### src/rtl/mem_cache.sv
// mem_cache
//   Direct-mapped, write-through, read-allocate cache sitting between the CPU
//   core and memory_controller. The CPU port uses the same request/complete
//   handshake as the controller, so the core plugs in unchanged.
//   Read misses refill a whole line as WORDS sequential single-word reads.
//   Stores always go downstream (one transaction) and update the line only on hit.
//
// Ports
//   clk, rst_n (sync, active-low), ena (clock enable: low freezes everything)
//   cpu_address / cpu_write_value / cpu_write_enable / cpu_request   CPU request
//   cpu_read_value / cpu_request_complete                            CPU response
//   mem_address / mem_write_value / mem_write_enable / mem_request   to controller
//   mem_read_value / mem_request_complete                            from controller
module mem_cache #(
    parameter int WORD_SIZE            = 16,
    parameter int ADDRESS_LEN          = 17,
    parameter int CACHE_SIZE           = 8,
    parameter int CACHE_LINE_SIZE_BITS = 128
) (
    input  logic                   clk,
    input  logic                   rst_n,
    input  logic                   ena,
    input  logic [ADDRESS_LEN-1:0] cpu_address,
    input  logic [WORD_SIZE-1:0]   cpu_write_value,
    input  logic                   cpu_write_enable,
    input  logic                   cpu_request,
    output logic [WORD_SIZE-1:0]   cpu_read_value,
    output logic                   cpu_request_complete,
    output logic [ADDRESS_LEN-1:0] mem_address,
    output logic [WORD_SIZE-1:0]   mem_write_value,
    output logic                   mem_write_enable,
    output logic                   mem_request,
    input  logic [WORD_SIZE-1:0]   mem_read_value,
    input  logic                   mem_request_complete
);

    localparam int WORDS = CACHE_LINE_SIZE_BITS / WORD_SIZE;
    localparam int OFF_W = $clog2(WORDS);
    localparam int IDX_W = $clog2(CACHE_SIZE);
    // Bit 0 is the byte-within-word offset and is never used.
    localparam int TAG_W = ADDRESS_LEN - IDX_W - OFF_W - 1;

    typedef enum logic [2:0] {
        S_IDLE,
        S_FILL,
        S_FILL_GAP,
        S_WRITE,
        S_DONE
    } state_t;

    state_t                             r_state;
    logic [WORDS-1:0][WORD_SIZE-1:0]    r_lines [CACHE_SIZE];
    logic [TAG_W-1:0]                   r_tags  [CACHE_SIZE];
    logic [CACHE_SIZE-1:0]              r_valid;
    logic [ADDRESS_LEN-1:1]             r_addr;
    logic [OFF_W-1:0]                   r_cnt;

    logic [OFF_W-1:0] w_cpu_off;
    logic [IDX_W-1:0] w_cpu_idx;
    logic [TAG_W-1:0] w_cpu_tag;
    logic [OFF_W-1:0] w_r_off;
    logic [IDX_W-1:0] w_r_idx;
    logic [TAG_W-1:0] w_r_tag;
    logic             w_cpu_hit;
    logic             w_r_hit;
    logic [OFF_W-1:0] w_cnt_nxt;
    logic             w_unused;

    assign w_cpu_off = cpu_address[OFF_W:1];
    assign w_cpu_idx = cpu_address[OFF_W+IDX_W:OFF_W+1];
    assign w_cpu_tag = cpu_address[ADDRESS_LEN-1:OFF_W+IDX_W+1];
    assign w_r_off   = r_addr[OFF_W:1];
    assign w_r_idx   = r_addr[OFF_W+IDX_W:OFF_W+1];
    assign w_r_tag   = r_addr[ADDRESS_LEN-1:OFF_W+IDX_W+1];

    // Hit against the live CPU address (IDLE decision) and against the latched
    // address (write-through update once the store has been acknowledged).
    assign w_cpu_hit = r_valid[w_cpu_idx] && (r_tags[w_cpu_idx] == w_cpu_tag);
    assign w_r_hit   = r_valid[w_r_idx]   && (r_tags[w_r_idx]   == w_r_tag);

    assign w_cnt_nxt = r_cnt + OFF_W'(1);

    // Byte-select bit has no function in a word-aligned cache.
    assign w_unused = cpu_address[0];

    always_ff @(posedge clk) begin
        if (!rst_n) begin
            r_state              <= S_IDLE;
            r_valid              <= '0;
            r_addr               <= '0;
            r_cnt                <= '0;
            cpu_read_value       <= '0;
            cpu_request_complete <= 1'b0;
            mem_address          <= '0;
            mem_write_value      <= '0;
            mem_write_enable     <= 1'b0;
            mem_request          <= 1'b0;
        end else if (ena) begin
            case (r_state)
                S_IDLE: begin
                    // A controller still showing complete from the previous
                    // transaction must drop it before anything new is issued.
                    if (cpu_request && !mem_request_complete) begin
                        r_addr <= cpu_address[ADDRESS_LEN-1:1];
                        if (cpu_write_enable) begin
                            mem_address      <= {cpu_address[ADDRESS_LEN-1:1], 1'b0};
                            mem_write_value  <= cpu_write_value;
                            mem_write_enable <= 1'b1;
                            mem_request      <= 1'b1;
                            r_state          <= S_WRITE;
                        end else if (w_cpu_hit) begin
                            cpu_read_value       <= r_lines[w_cpu_idx][w_cpu_off];
                            cpu_request_complete <= 1'b1;
                            r_state              <= S_DONE;
                        end else begin
                            r_cnt            <= '0;
                            mem_address      <= {w_cpu_tag, w_cpu_idx, {OFF_W{1'b0}}, 1'b0};
                            mem_write_enable <= 1'b0;
                            mem_request      <= 1'b1;
                            r_state          <= S_FILL;
                        end
                    end
                end

                S_FILL: begin
                    if (mem_request_complete) begin
                        r_lines[w_r_idx][r_cnt] <= mem_read_value;
                        mem_request             <= 1'b0;
                        r_state                 <= S_FILL_GAP;
                    end
                end

                S_FILL_GAP: begin
                    // Next word only once the controller has lowered complete,
                    // so a stale complete is never taken for the next word.
                    if (!mem_request_complete) begin
                        if (r_cnt == OFF_W'(WORDS - 1)) begin
                            r_valid[w_r_idx]     <= 1'b1;
                            r_tags[w_r_idx]      <= w_r_tag;
                            cpu_read_value       <= r_lines[w_r_idx][w_r_off];
                            cpu_request_complete <= 1'b1;
                            r_state              <= S_DONE;
                        end else begin
                            r_cnt       <= w_cnt_nxt;
                            mem_address <= {w_r_tag, w_r_idx, w_cnt_nxt, 1'b0};
                            mem_request <= 1'b1;
                            r_state     <= S_FILL;
                        end
                    end
                end

                S_WRITE: begin
                    // No write-allocate: a miss leaves cache contents alone.
                    if (mem_request_complete) begin
                        mem_request <= 1'b0;
                        if (w_r_hit) begin
                            r_lines[w_r_idx][w_r_off] <= mem_write_value;
                        end
                        cpu_request_complete <= 1'b1;
                        r_state              <= S_DONE;
                    end
                end

                S_DONE: begin
                    if (!cpu_request) begin
                        cpu_request_complete <= 1'b0;
                        r_state              <= S_IDLE;
                    end
                end

                default: r_state <= S_IDLE;
            endcase
        end
    end

endmodule

### config.mk
export PLATFORM = sky130hd
export DESIGN_NAME = mem_cache
export DESIGN_NICKNAME = d
export VERILOG_FILES = /design/src/rtl/mem_cache.sv
export SDC_FILE = /design/constraint.sdc
export NUM_CORES = 2
export LEC_CHECK = 0
export CORE_MARGIN = 2
export CORE_UTILIZATION = 40
export DETAILED_ROUTE_END_ITERATION = 8
export HOLD_SLACK_MARGIN = 0.06
export SLEW_MARGIN = 10
export SYNTH_ARGS = -nofsm -noshare
export SYNTH_HDL_FRONTEND = slang
export SYNTH_SLANG_ARGS = --single-unit
### constraint.sdc
create_clock -name clk -period 10.9 [get_ports clk]
set_input_delay 1.635 -clock clk [delete_from_list [all_inputs] [get_ports clk]]
set_output_delay 1.635 -clock clk [all_outputs]
set_load 0.1 [all_outputs]
==> flow_summary_export.csv <==
group,metric,value,unit
synthesis,synth.most_common_cell,"edfxtp_1",
synthesis,synth_cell_types,74,
synthesis,syn_avg_cell_area,16.9,um^2
clock_tree,cts_sinks,1188,
floorplan,initial_core_util,40.1,%
setup_path,path_max_fanout,46,
synthesis,ys_seq_area_share,60.6,%
sta,hold_viol,0,
layout,area_growth,13.0,%
route,routed_wl,199000,um
sta,layout_min_cycle_time,6020,ps
setup_path,critPathArrivalTime,6460,ps
synthesis,yosysTopAreaCell,"edfxtp_1",
power,p_sw_share,23.8,%
sta,max_slew_margin,12.0,%
setup_path,startpoint_type,"register",
placement,place_congestion,0.890,
global_route,grt_max_degree,110,
global_route,grt_pass1_vias,35500,
placement,portBuffers,104,
route,dr.pass1.iters,5,
power,clock_power_share,41.5,%
synthesis,yosys.area.top_type_share,57.7,%
synthesis,synthCells,3400,
setup_path,crit_chain,"buf_4 > mux4_2 > mux2i_1 > xnor2_1 > or4b_4 > or4b_1 > buf_4 > o31a_4 > nor2_2 > buf_4",
sta,final.setup_skew,33.4,ps
global_route,grt_overflow,0,
clock_tree,clock_latency,760,ps
floorplan,die_h,383,um
hold_path,holdCritPathClass,"reg -> reg",
floorplan,die_w,383,um
setup_path,cp_num_buf_inv,3,
sta,final-setup-viol-count,0,
route,ant_nets,0,
power,p_switching,0.00239,W
power,combPwrFrac,8.6,%
flow_run,drv_cap,0,
floorplan,rows,139,
sta,fmax,0.166,GHz
synthesis,synth_nets,3457,
global_route,gr-usage-all-layers,26.9,%
power,ir_worst_vdd,0.124,mV
sta,worstMarginPinSlew,1310,ps
layout,fin_nets,3575,
route,num_vias,36000,
clock_tree,clk_pin_slew,60,ps
setup_path,critPathMaxStageDelay,970,ps
sta,rsz0062_at_grt,"no",
route,drt_iter0_markers,5197,
placement,hpwl,125000,um
setup_path,required,11340,ps
synthesis,ys.flop_type,"edfxtp_1",
synthesis,async_reset_ff_share,0,%
synthesis,synth_edf_count,1104,
clock_tree,cts_tree,"yes",
global_route,antenna_found_initial,16,
setup_path,crit_family,"simple AND/OR/NAND/NOR gates",
floorplan,coreArea,143000,um^2
run_status,status,"finished, final reports clean",
setup_path,critPathCaptureType,"register",
setup_path,crit_path_frequent_cell,"buf_4",
power,p_seq_share,49.9,%
synthesis,syn_area,57500,um^2
setup_path,cp_slowest_cell,"dfxtp_4",
clock_tree,cts_root_buf,"clkbuf_16",
sta,slew_violations,0,
floorplan,dieArea,147000,um^2
clock_tree,cts_setup_buffers,0,
layout,drive_gt1_share,28.0,%
power,p_per_area,155,nW/um^2
power,p_int,0.00765,W
clock_tree,clockBufferDepth,3,
layout,final_util,45.4,%
clock_tree,cts_resized,0,
clock_tree,cts_made_buffers,121,
layout,nFillCells,12300,
synthesis,synth.area.top_cells,"edfxtp_1, mux4_2, mux2i_1, dfxtp_1, mux2_4",
clock_tree,htree_levels,3,
synthesis,ys.warnings.count,0,
power,p_leak,20.6,nW
floorplan,pin_count,107,
sta,setup_tns,0,ps
route,drt-wirelength-per-cell,36.0,um
sta,fin_crit_sh,55.2,%
global_route,grt_pass1_wl,275000,um
route,via_per_inst,6.50,
setup_path,critical_path_class,"reg -> reg",
clock_tree,hold_buffers,0,
synthesis,synthTopCellsByCount,"edfxtp_1, mux4_2, mux2i_1",
synthesis,synth-seq-cells,1188,
route,drc,0,
[final timing paths]
| check | to | startpoint | slack [ps] | cells after the start |
|---|---|---|---|---|
| worst min-delay path | mem_address[3]$_SDFFE_PN0P_ | mem_address[3]$_SDFFE_PN0P_ | 460 | 2 |
| worst min register to register | mem_address[3]$_SDFFE_PN0P_ | mem_address[3]$_SDFFE_PN0P_ | 460 | 2 |
| worst max-delay path | r_lines[1][12]$_DFFE_PP_ | register | 4880 | 10 |
| worst max register to register | r_lines[1][12]$_DFFE_PP_ | register | 4880 | 10 |
[cells by family after synthesis]
| group | after synthesis | synth area share [%] |
|---|---|---|
| buffers and inverters | 278 | 2.37 |
| other | 1 | 0.00653 |
| flip-flops | 1188 | 60.6 |
| AO/OA/AOI/OAI | 485 | 5.99 |
| multiplexers | 950 | 26.8 |
| adder cells (fa/ha/maj) | 2 | 0.0435 |
| XOR/XNOR | 18 | 0.274 |
| AND/OR/NAND/NOR | 478 | 3.93 |
[stage by stage]
stage	area (um^2)	setup WS (ps)	instances	hold slack, ps	power (W)
after global routing	64900	4670	5524	479	0.0103
after global placement	61000	4850	5298	446	0.00595
after floorplan	57500	6110	3400	436	0.00563
after CTS	64900	4830	5524	463	0.0101
after detailed placement	61000	4800	5298	453	0.00595
final	64900	4880	5531	461	0.0100
[routing by layer]
metal	up-vias	routed length (um)	GRT usage [%]
li1	14400	-	-
met1	19000	74500	35.0
met2	2111	92600	42.2
met3	479	21100	6.42
met4	4	11000	13.5
met5	-	27	0
[state kept, by name, indices dropped and copies added, names as in the netlist, named ones only]
register,count
r_cnt,3
r_state,3
r_valid,8
r_lines,1024
cpu_request_complete,1
r_addr,16
cpu_read_value,16
mem_request,1
r_tags,80
mem_address,16
mem_write_enable,1
mem_write_value,16
[placed cells by master (no fill, tap or decap), types with 8 or more instances in the layout]
cell	n
or3_1	18
clkbuf_16	123
nor2_1	107
edfxtp_1	1104
nand2b_1	22
dfxtp_1	80
clkinv_2	26
nand3_1	34
a221oi_1	86
xor2_1	12
nor4_1	10
nor3_1	12
o21ai_0	61
a211oi_1	13
or4_1	20
nor2b_1	9
o211ai_1	24
nand2_1	132
clkinvlp_4	10
a21o_1	11
o221ai_1	14
bufinv_16	13
a221o_1	14
o21a_1	8
buf_4	156
mux2i_1	375
a22oi_1	64
mux4_2	435
a31oi_1	17
a21oi_1	102
mux2_4	67
clkinv_1	32
o22ai_1	13
mux2_2	73
a22o_1	11
clkdlybuf4s50_1	98
clkbuf_1	20
nor2_2	67
[worst min-delay path, cell delays in order (launching register included)]
cell     delay (ps)
dfxtp_1         310
nand2_1          50
mux2i_1          50
[power groups by stage]
| stage | sequential (W) | clock, W | combinational, W |
|---|---|---|---|
| floorplan | 0.00514 | 0 | 0.000493 |
| global placement | 0.00511 | 0 | 0.000844 |
| detailed placement | 0.00511 | 0 | 0.000847 |
| CTS | 0.00501 | 0.00420 | 0.000850 |
| global route | 0.00501 | 0.00439 | 0.000890 |
| finish | 0.00501 | 0.00417 | 0.000859 |
[cell type report]
class                   count  area, um^2  area share [%]
clock buffers             143        3150            4.86
well taps                1903        2380            3.67
flip-flops and latches   1188       34800            53.7
inverters                  11        45.0          0.0694
multi-input cells        1934       21500            33.1
diodes                      7        17.5          0.0270
clock inverters            83         753            1.16
repair buffers            262        2260            3.48
Note: power is estimated with default switching activity, not from simulation.
